`src/rtl/double_buffer_ctrl.sv`:
```
// Ping-pong frame buffer controller: one bank is filled by the write stream while
// the other is displayed, with banks swapped only at a reader frame boundary.
module double_buffer_ctrl #(
  parameter int FRAME_WORDS = 256,
  parameter int DATA_WIDTH  = 32,
  localparam int IDX_W      = $clog2(FRAME_WORDS),
  localparam int ADDR_W     = IDX_W + 1
) (
  input  logic                  clk,
  input  logic                  reset,
  input  logic                  wr_sof,
  input  logic                  wr_valid,
  input  logic [DATA_WIDTH-1:0] wr_data,
  output logic                  wr_ready,
  input  logic                  rd_req,
  input  logic [IDX_W-1:0]      rd_idx,
  input  logic                  rd_frame_done,
  output logic [DATA_WIDTH-1:0] rd_data,
  output logic                  rd_data_valid,
  output logic                  frame_avail,
  output logic [7:0]            short_frames,
  output logic                  bram_cea,
  output logic [ADDR_W-1:0]     bram_ada,
  output logic [DATA_WIDTH-1:0] bram_din,
  output logic                  bram_ceb,
  output logic                  bram_oce,
  output logic [ADDR_W-1:0]     bram_adb,
  input  logic [DATA_WIDTH-1:0] bram_dout,
  output logic                  bram_reseta,
  output logic                  bram_resetb
);

  typedef enum logic [1:0] {W_IDLE, W_FILL, W_FULL} wstate_t;

  localparam logic [IDX_W-1:0] LAST_IDX = IDX_W'(FRAME_WORDS - 1);
  localparam logic [IDX_W-1:0] IDX_ZERO = '0;
  localparam logic [IDX_W-1:0] IDX_ONE  = IDX_W'(1);

  function automatic logic [7:0] sat_inc8(input logic [7:0] v);
    return (v == 8'hFF) ? v : v + 8'd1;
  endfunction

  wstate_t                 r_state;
  logic [IDX_W-1:0]        r_wr_idx;
  logic                    r_wbank;
  logic                    r_rd_busy;
  logic                    r_frame_avail;
  logic [7:0]              r_short_frames;
  logic                    r_cea_p1;
  logic [ADDR_W-1:0]       r_ada_p1;
  logic [DATA_WIDTH-1:0]   r_din_p1;
  logic                    r_ceb_p1;
  logic [ADDR_W-1:0]       r_adb_p1;
  logic                    r_oce_p2;
  logic                    r_vld_p3;

  logic w_wr_ready;
  logic w_accept;
  logic w_swap;

  assign w_wr_ready = (r_state != W_FULL);
  assign w_accept   = wr_valid & w_wr_ready;
  // A same-cycle rd_req defers the swap so a read never lands on the bank being handed over.
  assign w_swap     = (r_state == W_FULL) & (~r_rd_busy | rd_frame_done) & ~rd_req;

  always_ff @(posedge clk) begin
    if (reset) begin
      r_state        <= W_IDLE;
      r_wr_idx       <= '0;
      r_wbank        <= 1'b0;
      r_rd_busy      <= 1'b0;
      r_frame_avail  <= 1'b0;
      r_short_frames <= 8'd0;
      r_cea_p1       <= 1'b0;
      r_ada_p1       <= '0;
      r_din_p1       <= '0;
      r_ceb_p1       <= 1'b0;
      r_adb_p1       <= '0;
      r_oce_p2       <= 1'b0;
      r_vld_p3       <= 1'b0;
    end else begin
      r_cea_p1 <= 1'b0;

      if (rd_req)
        r_rd_busy <= 1'b1;
      else if (rd_frame_done)
        r_rd_busy <= 1'b0;

      case (r_state)
        W_IDLE: begin
          if (w_accept && wr_sof) begin
            r_cea_p1 <= 1'b1;
            r_ada_p1 <= {r_wbank, IDX_ZERO};
            r_din_p1 <= wr_data;
            r_wr_idx <= IDX_ONE;
            r_state  <= W_FILL;
          end
        end
        W_FILL: begin
          if (w_accept) begin
            r_cea_p1 <= 1'b1;
            r_din_p1 <= wr_data;
            if (wr_sof) begin
              r_ada_p1       <= {r_wbank, IDX_ZERO};
              r_wr_idx       <= IDX_ONE;
              r_short_frames <= sat_inc8(r_short_frames);
            end else begin
              r_ada_p1 <= {r_wbank, r_wr_idx};
              if (r_wr_idx == LAST_IDX) begin
                r_wr_idx <= '0;
                r_state  <= W_FULL;
              end else begin
                r_wr_idx <= r_wr_idx + IDX_ONE;
              end
            end
          end
        end
        W_FULL: begin
          if (w_swap) begin
            r_wbank       <= ~r_wbank;
            r_frame_avail <= 1'b1;
            r_state       <= W_IDLE;
          end
        end
        default: r_state <= W_IDLE;
      endcase

      // p1: read port enable/address, bank taken from the request cycle
      r_ceb_p1 <= rd_req;
      if (rd_req)
        r_adb_p1 <= {~r_wbank, rd_idx};
      // p2: BRAM output register enable
      r_oce_p2 <= r_ceb_p1;
      // p3: data presented from the BRAM output register
      r_vld_p3 <= r_oce_p2;
    end
  end

  assign wr_ready      = w_wr_ready;
  assign frame_avail   = r_frame_avail;
  assign short_frames  = r_short_frames;
  assign bram_cea      = r_cea_p1;
  assign bram_ada      = r_ada_p1;
  assign bram_din      = r_din_p1;
  assign bram_ceb      = r_ceb_p1;
  assign bram_adb      = r_adb_p1;
  assign bram_oce      = r_oce_p2;
  assign rd_data_valid = r_vld_p3;
  assign rd_data       = bram_dout;
  assign bram_reseta   = reset;
  assign bram_resetb   = reset;

endmodule

```
`config.mk`:
```
export PLATFORM = sky130hd
export DESIGN_NAME = double_buffer_ctrl
export DESIGN_NICKNAME = d
export VERILOG_FILES = /design/src/rtl/double_buffer_ctrl.sv
export SDC_FILE = /design/constraint.sdc
export NUM_CORES = 1
export LEC_CHECK = 0
export ABC_AREA = 1
export CAP_MARGIN = 20
export CORE_MARGIN = 3
export CORE_UTILIZATION = 39
export CTS_CLUSTER_DIAMETER = 80
export DETAILED_ROUTE_END_ITERATION = 12
export PLACE_DENSITY = 0.81
export RECOVER_POWER = 25
export SYNTH_ARGS = -nofsm -noshare
export SYNTH_HDL_FRONTEND = slang
export SYNTH_SLANG_ARGS = --single-unit
```
`constraint.sdc`:
```
create_clock -name clk -period 1.4 [get_ports clk]
set_input_delay 0.28 -clock clk [delete_from_list [all_inputs] [get_ports clk]]
set_output_delay 0.28 -clock clk [all_outputs]
set_load 0.01 [all_outputs]
```
Word level (Yosys, flattened, before mapping)
Cells that the tools add are included.

word-level totals
  register bits after elaboration = 75
  input bits = 78
  word-level logic and storage cells = 64

operators by class
  $add $sub $neg = 2
  eq/ne operators = 10
  mux-type cells = 23
  bitwise logic cells = 8
  reduce and logical (&&, ||, !) cells = 8

operators by type and width
  kind                                            count
  2-to-1 mux 32 bit                               2
  case mux 32 bit (2 select lines)                1
  2-to-1 mux 8 bit                                5
  2-to-1 mux 9 bit                                2
  case mux 9 bit (2 select lines)                 1
  adder 8 x 1 -> 8 bit (second input constant)    2
  == test 8 bit (second input constant)           2
  case mux 8 bit (2 select lines)                 1
  != test 2 bit (second input constant)           6
  2-to-1 mux 2 bit                                5
  case mux 2 bit (3 select lines)                 1
  AND reduction 5 bit                             1
  2-to-1 mux 1 bit                                4
  NOT 1 bit                                       4
  AND reduction 4 bit                             1
  nonzero test 2 bit                              2
  bitwise AND 1 bit                               3
  AND reduction 3 bit                             1
  == test 2 x 1 -> 1 bit (second input constant)  1
  == test 2 bit (second input constant)           1
  logical NOT 2 bit                               1
  case mux 1 bit (2 select lines)                 1
  AND reduction 2 bit                             1
  logical AND 1 bit                               1
  bitwise OR 1 bit                                1

Longest topological paths before layout
Gate-level depths: netlist of run 1.

  word-level depth = 6
  mapped depth = 8
  depth with buffers taken out = 8

Worst setup path before layout of run 1
No wires, ideal clock.

  path kind = reg2reg
  start point = register r_short_frames[1] (netlist: short_frames[1])
  end point = register r_short_frames[1] (netlist: short_frames[1])
  setup time = 0.116 ns
  arrival = 1.230 ns
  required time = 1.284 ns
  path slack = 0.054 ns
  stages on the path, launching flop included = 9
  buffers on the path = 0
  period minus slack after synthesis = 1.346 ns
  path through = dfxtp_1 -> ha_1 -> inv_1 -> nor2_1 -> nand2_1 -> nand2_4 -> inv_2 -> nor2_1 -> nor2_1

between the ends
  longest elaborated chain between the ends = 3
  elaborated cells on any way between the ends = 4
  those cells by class = 1 x add/sub; 1 x eq/ne; 1 x bitwise; 1 x reduce/logical

ends and longest elaborated chain
  what                                                                          RTL line  source
  from (decl)                                                                   48        logic [7:0] r_short_frames;
  from (signal assigned)                                                        106       r_short_frames <= sat_inc8(r_short_frames);
  parallel branches: the longest is 3 deep, another holds adder 8 x 1 -> 8 bit  n/a

Parallel ways; which one is timed is not known.
A chain may end at the register's enable or synchronous reset.

Worst setup path in the final report of run 1
  start point = input port reset
  end point = output port bram_reseta

RTL lines
  what         RTL line  source
  from (decl)  10        input logic reset,
  to (decl)    29        output logic bram_reseta,

No word-level cell between the ends.

==> results of run 1 <==
[timing repair]
action                     CTS  global route
setup buffers                0             0
gates resized for setup     77            13
setup endpoints to repair   73            33
pin swaps                    0             1
hold buffers                 0             0
[cells by family after synthesis]
kind of cell               Yosys count  share of synthesized area (%)
adders and majority gates            2                         0.7923
and+or+nand+nor                    187                          24.37
AOI/OAI and AO/OA                   72                          11.81
DFF                                 75                          47.54
buffers and inverters               79                          14.10
xor gates and xnor gates             5                          1.387
[cells in the mapped netlist, drive strengths merged, types with 4 or more instances]
cell,instances
nor2,108
dfxtp,75
nand2,52
o21ai,50
buf,45
inv,27
nand3,20
a21oi,17
clkbuf,6
nand4,4
o31ai,4
xor2,4
[stage by stage]
stage          worst slack (ps)  TNS [ps]
2_1_floorplan             53.73         0
3_3_place_gp             -362.6    -16500
3_5_place_dp             -356.3    -18250
4_1_cts                   6.758         0
5_1_grt                  -53.24    -96.46
6_report                  27.22         0
[worst max-delay path by stage]
stage,startpoint,endpoint,slack [ps],cells past startpoint
after global placement,reset,bram_reseta,-360,2
after global routing,r_wr_idx[0],r_state[1],-50,7
after detailed placement,reset,bram_reseta,-360,2
final,reset,bram_reseta,30,2
after CTS,r_wr_idx[0],r_wr_idx[3],7,8
after floorplan,short_frames[1],short_frames[1],50,8
[worst reg2reg max path: stages (launching register included)]
cell	delay, ps
dfxtp_2	360
ha_2	190
nand2_1	80
nor2_2	140
nand2_2	110
o21bai_1	200
nand2_1	80
nor2_1	90
[power breakdown]
part	switching, uW	internal [uW]	total [uW]
sequential	61.9	2260	2320
combinational	373	373	746
clock	767	727	1490
[metal layers]
metal,vias up,track usage (%),share of wire (%)
li1,1493,-,-
met5,-,0,0
met4,0,5.924,1.3
met3,19,8.522,9.9
met2,118,30.36,49
met1,1339,20.29,40
[layout by cell type (no fill, tap or decap), drive strengths merged, types with 2 or more instances in the layout]
master         netlist  final
a21oi               17     17
buf                 45     24
clkbuf               6     14
clkdlybuf4s50        0     43
clkinv               1      4
dfxtp               75     75
dlygate4sd2          0     63
ha                   2      2
inv                 27     27
nand2               52     52
nand3               20     20
nand4                4      4
nor2               108    108
o21ai               50     50
o31ai                4      4
xor2                 4      4
[flip-flops by register name (all words and copies together) (netlist names)]
name           flops
r_rd_busy          1
r_wbank            1
bram_adb           9
r_wr_idx           8
bram_ceb           1
r_state            2
bram_cea           1
frame_avail        1
rd_data_valid      1
bram_din          32
bram_oce           1
bram_ada           9
short_frames       8
[cell type report]
class                   instances  area, sq um
clock buffers                  11        151.4
clock inverters                 4        26.28
fillers                       762         3382
inverters                      28        105.1
multi-input cells             266         1236
flip-flops and latches         75         1509
well taps                     102        127.6
repair buffers                137         1270
==> metrics.cfg, run 1 <==
[outcome]
status=complete, no violations

[worst_setup_path]
rr_startpoint=r_wr_idx[0]
critical-path-slowest-cell=clkdlybuf4s50_1
path_max_fanout=4
r2r_slack_ps=80
worst-endpoint-required_ps=1120
critPathCaptureType=output pin
critPathLaunchType=input pin
r2r-end=r_state[1]
critPathKind=input pin to output pin
critPathTopFamily=buffers and inverters
worst-path-buf-inv=2
ff2ff_path_depth=7
path_cells=clkdlybuf4s15_2 -> clkdlybuf4s50_1
arrival_ps=1090
cpPeakStageDelay_ps=560

[sta]
slew-limit-headroom_pct=75.74
finalHoldViolations=0
layout_min_cycle_time_ps=1373
drv_slew=0
worst_slew_pin_slew_ps=363.9
whs_ps=404.8
fmax_mhz=728.4
min_period_over_period_pct=98.06
finalClockSkew_ps=8.180
setup_viol=0

[floorplanning]
die_h_um=95.99
fp.dieW_um=95.99
start_util_pct=40.45
core_area_sq_um=7807
fp-row-count=32
io_pins=176
design.die.area_sq_um=9213

[yosys]
syn-cell-area_sq_um=3158
synth_top_area_cell=dfxtp_1
synth_edf_count=0
async_flop_share_pct=0
avgSynthCellArea_sq_um=7.519
synth-seq-cells=75
syn_inst=420
yosys_warnings=0
synth_nets=500
ys.flop_type=dfxtp_1
yosysUniqueCellTypes=27
ys_top_cells_by_area=dfxtp_1, nor2_1, buf_4
yosysSeqAreaShare_pct=47.54
yosys.area.top_type_share_pct=47.54

[job]
maxCapViolCount=0

[cts]
cts-root-buf=clkbuf_8
clock_sinks=75
clkTransAtPathRegs_ps=70
cts-htree-levels=3
cts_tree=yes
clk_latency_ps=350
clk_path_buf_depth=2
cts_buffers=9

[routing]
antenna_left=0
wl_per_cell_um=12.99
drt-pass1-iter-count=4
drc=0
via_per_inst=4.766
num_vias=2969
dr.first_iter.drc_count=68
routed_wl_um=8091

[layout]
fin_nets=597
final_area_sq_um=4425
final_cells=623
utilization_pct=56.68
drive_above_1_share_pct=12.48
synthToLayoutAreaGrowth_pct=40.13
diodes=0

[grt]
grt_max_degree=24
antenna_found_initial=0
grt_pass1_wl_um=13120
gr-total-overflow=0
grt_usage_pct=18.15
grt_pass1_vias=2934

[pwr]
peakVddDrop_mv=0.6207
p_per_area_nw_per_um2=1031
power_uw=4563
p_leak_uw=0.002055

[worst_hold_path]
hold_path_depth=5
hp-start=wr_valid
hold_end=r_state[1]
hp-class=input pin to register

[place]
post_dp_cell_area_sq_um=4302
dpl.hpwl_um=5941
dp_cells=608
gp_congestion=0.8472
io_buffers=111

Power figures use the tool's default switching activity.
==> inputs of run 2 (changes only) <==
PLACE_DENSITY = unset   (was 0.81)
PLACE_DENSITY_LB_ADDON = 0.2   (was unset)
==> metrics.cfg, run 2 (synthesis results as in run 1) <==
[outcome]
status=complete, no violations

[cts]
cts_setup_buffers=0
cts_buffers=9
cts_tree=yes
clock_sinks=75
cts-root-buf=clkbuf_8
clkTransAtPathRegs_ps=80
cts-htree-levels=3
clk_path_buf_depth=2
clk_latency_ps=340
hold_buffers=0

[sta]
setup_slack_ps=28.01
worst_slew_pin_slew_ps=268.4
slew-limit-headroom_pct=81.97
finalClockSkew_ps=7.031
rsz0062_at_grt=true
setup_viol=0
fmax_mhz=728.9
drv_slew=0
finalHoldViolations=0
layout_min_cycle_time_ps=1372
min_period_over_period_pct=98.00

[worst_setup_path]
worst-path-buf-inv=2
critPathCaptureType=output pin
path_depth=2
critical-path-slowest-cell=clkdlybuf4s50_1
worst-endpoint-required_ps=1120
path_max_fanout=4
critPathLaunchType=input pin
cpPeakStageDelay_ps=530
ff2ff_path_depth=7
arrival_ps=1090
critPathTopFamily=buffers and inverters
path_cells=clkdlybuf4s50_1 -> dlygate4sd2_1
critPathKind=input pin to output pin

[grt]
antenna_found_initial=0
grt_pass1_vias=2867
grt_pass1_wl_um=12850
gr-total-overflow=0
grt_usage_pct=17.59
grt_max_degree=33

[layout]
utilization_pct=57.68
fin_nets=600
largest_reg_flops=32
final_common_cell=nor2_1
mostFrequentLayoutCells=nor2_1, dfxtp_1, dlygate4sd2_1, o21ai_0, nand2_1
diodes=0
synthToLayoutAreaGrowth_pct=42.59
final_area_sq_um=4503
final_cells=627
drive_above_1_share_pct=12.00

[pwr]
peakVddDrop_mv=0.6765
p_leak_uw=0.002104
switching_power_uw=1228
p_per_area_nw_per_um2=1120
clkPwrFrac_pct=39.3
p_comb_share_pct=14.7
pwr-share-seq_pct=45.9
p_int_uw=3815
power_uw=5043
switching_share_pct=24.35

[job]
maxCapViolCount=0

[floorplanning]
fp-row-count=32
core_area_sq_um=7807
die_h_um=95.99
io_pins=176
design.die.area_sq_um=9213
fp.dieW_um=95.99
start_util_pct=40.45

[place]
dp_cells=611
place_ws_ps=-274.2
dpl.hpwl_um=5744
gp_congestion=0.8291
io_buffers=111
post_dp_cell_area_sq_um=4312

[worst_hold_path]
hold_path_depth=5
hp-class=input pin to register

[routing]
dr.first_iter.drc_count=106
via_per_inst=4.687
num_vias=2939
antenna_left=0
routed_wl_um=7787
drc=0
drt-pass1-iter-count=4
wl_per_cell_um=12.42

-- run 2: changes by cell type in the layout (fill, tap and decap cells not counted), sizes merged --
cell	delta
buf	+6
bufinv	+3
clkbuf	-5
clkdlybuf4s25	-1
dlygate4sd2	+1
-- run 2: layer usage --
metal	up-vias	track usage, %	routed length, um
li1	1498	-	-
met1	1328	21.46	3439
met2	97	27.49	3443
met3	16	6.411	760
met4	0	8.175	144
met5	-	0	0
-- run 2: what timing repair did --
| item | 4_1_cts | 5_1_grt |
|---|---|---|
| pin swaps | 0 | 1 |
| endpoints found under the setup margin | 66 | 32 |
| resized for setup | 72 | 10 |
-- run 2: path summary, 6_finish.rpt --
check / start / to / slack [ps]
max: reset / bram_reseta / 30
min: wr_valid / r_state[1] / 390
max reg2reg: r_state[0] / bram_din[31] / 80
min reg2reg: bram_ceb / bram_oce / 420
-- run 2: final cells by class --
cell class / count / area (sq um)
multi-input combinational: 266 / 1240
timing repair buffer: 140 / 1287
clock inverter: 7 / 116.4
inverter: 28 / 105.1
clock buffer: 9 / 123.9
tap: 102 / 127.6
sequential: 75 / 1503
fill: 761 / 3304
-- run 2: power groups by stage --
stage / combinational [uW] / clock, uW / sequential, uW
2_1_floorplan: 360 / 0 / 2420
3_5_place_dp: 829 / 0 / 2370
5_1_grt: 829 / 2120 / 2330
4_1_cts: 750 / 2030 / 2320
3_3_place_gp: 819 / 0 / 2360
6_report: 744 / 1980 / 2320
-- run 2: worst min-delay path, cell delays in order --
cell and delay (ps):
dlymetal6s2s_1 160, nand2_1 100, o21bai_2 70, nand2_1 50, nor2_1 30
-- run 2: metrics by stage --
step	hold slack (ps)	TNS (ps)
finish	386.0	0
global placement	409.9	-12490
CTS	419.7	0
floorplan	349.1	0
detailed placement	412.6	-14380
global route	434.3	-21.30
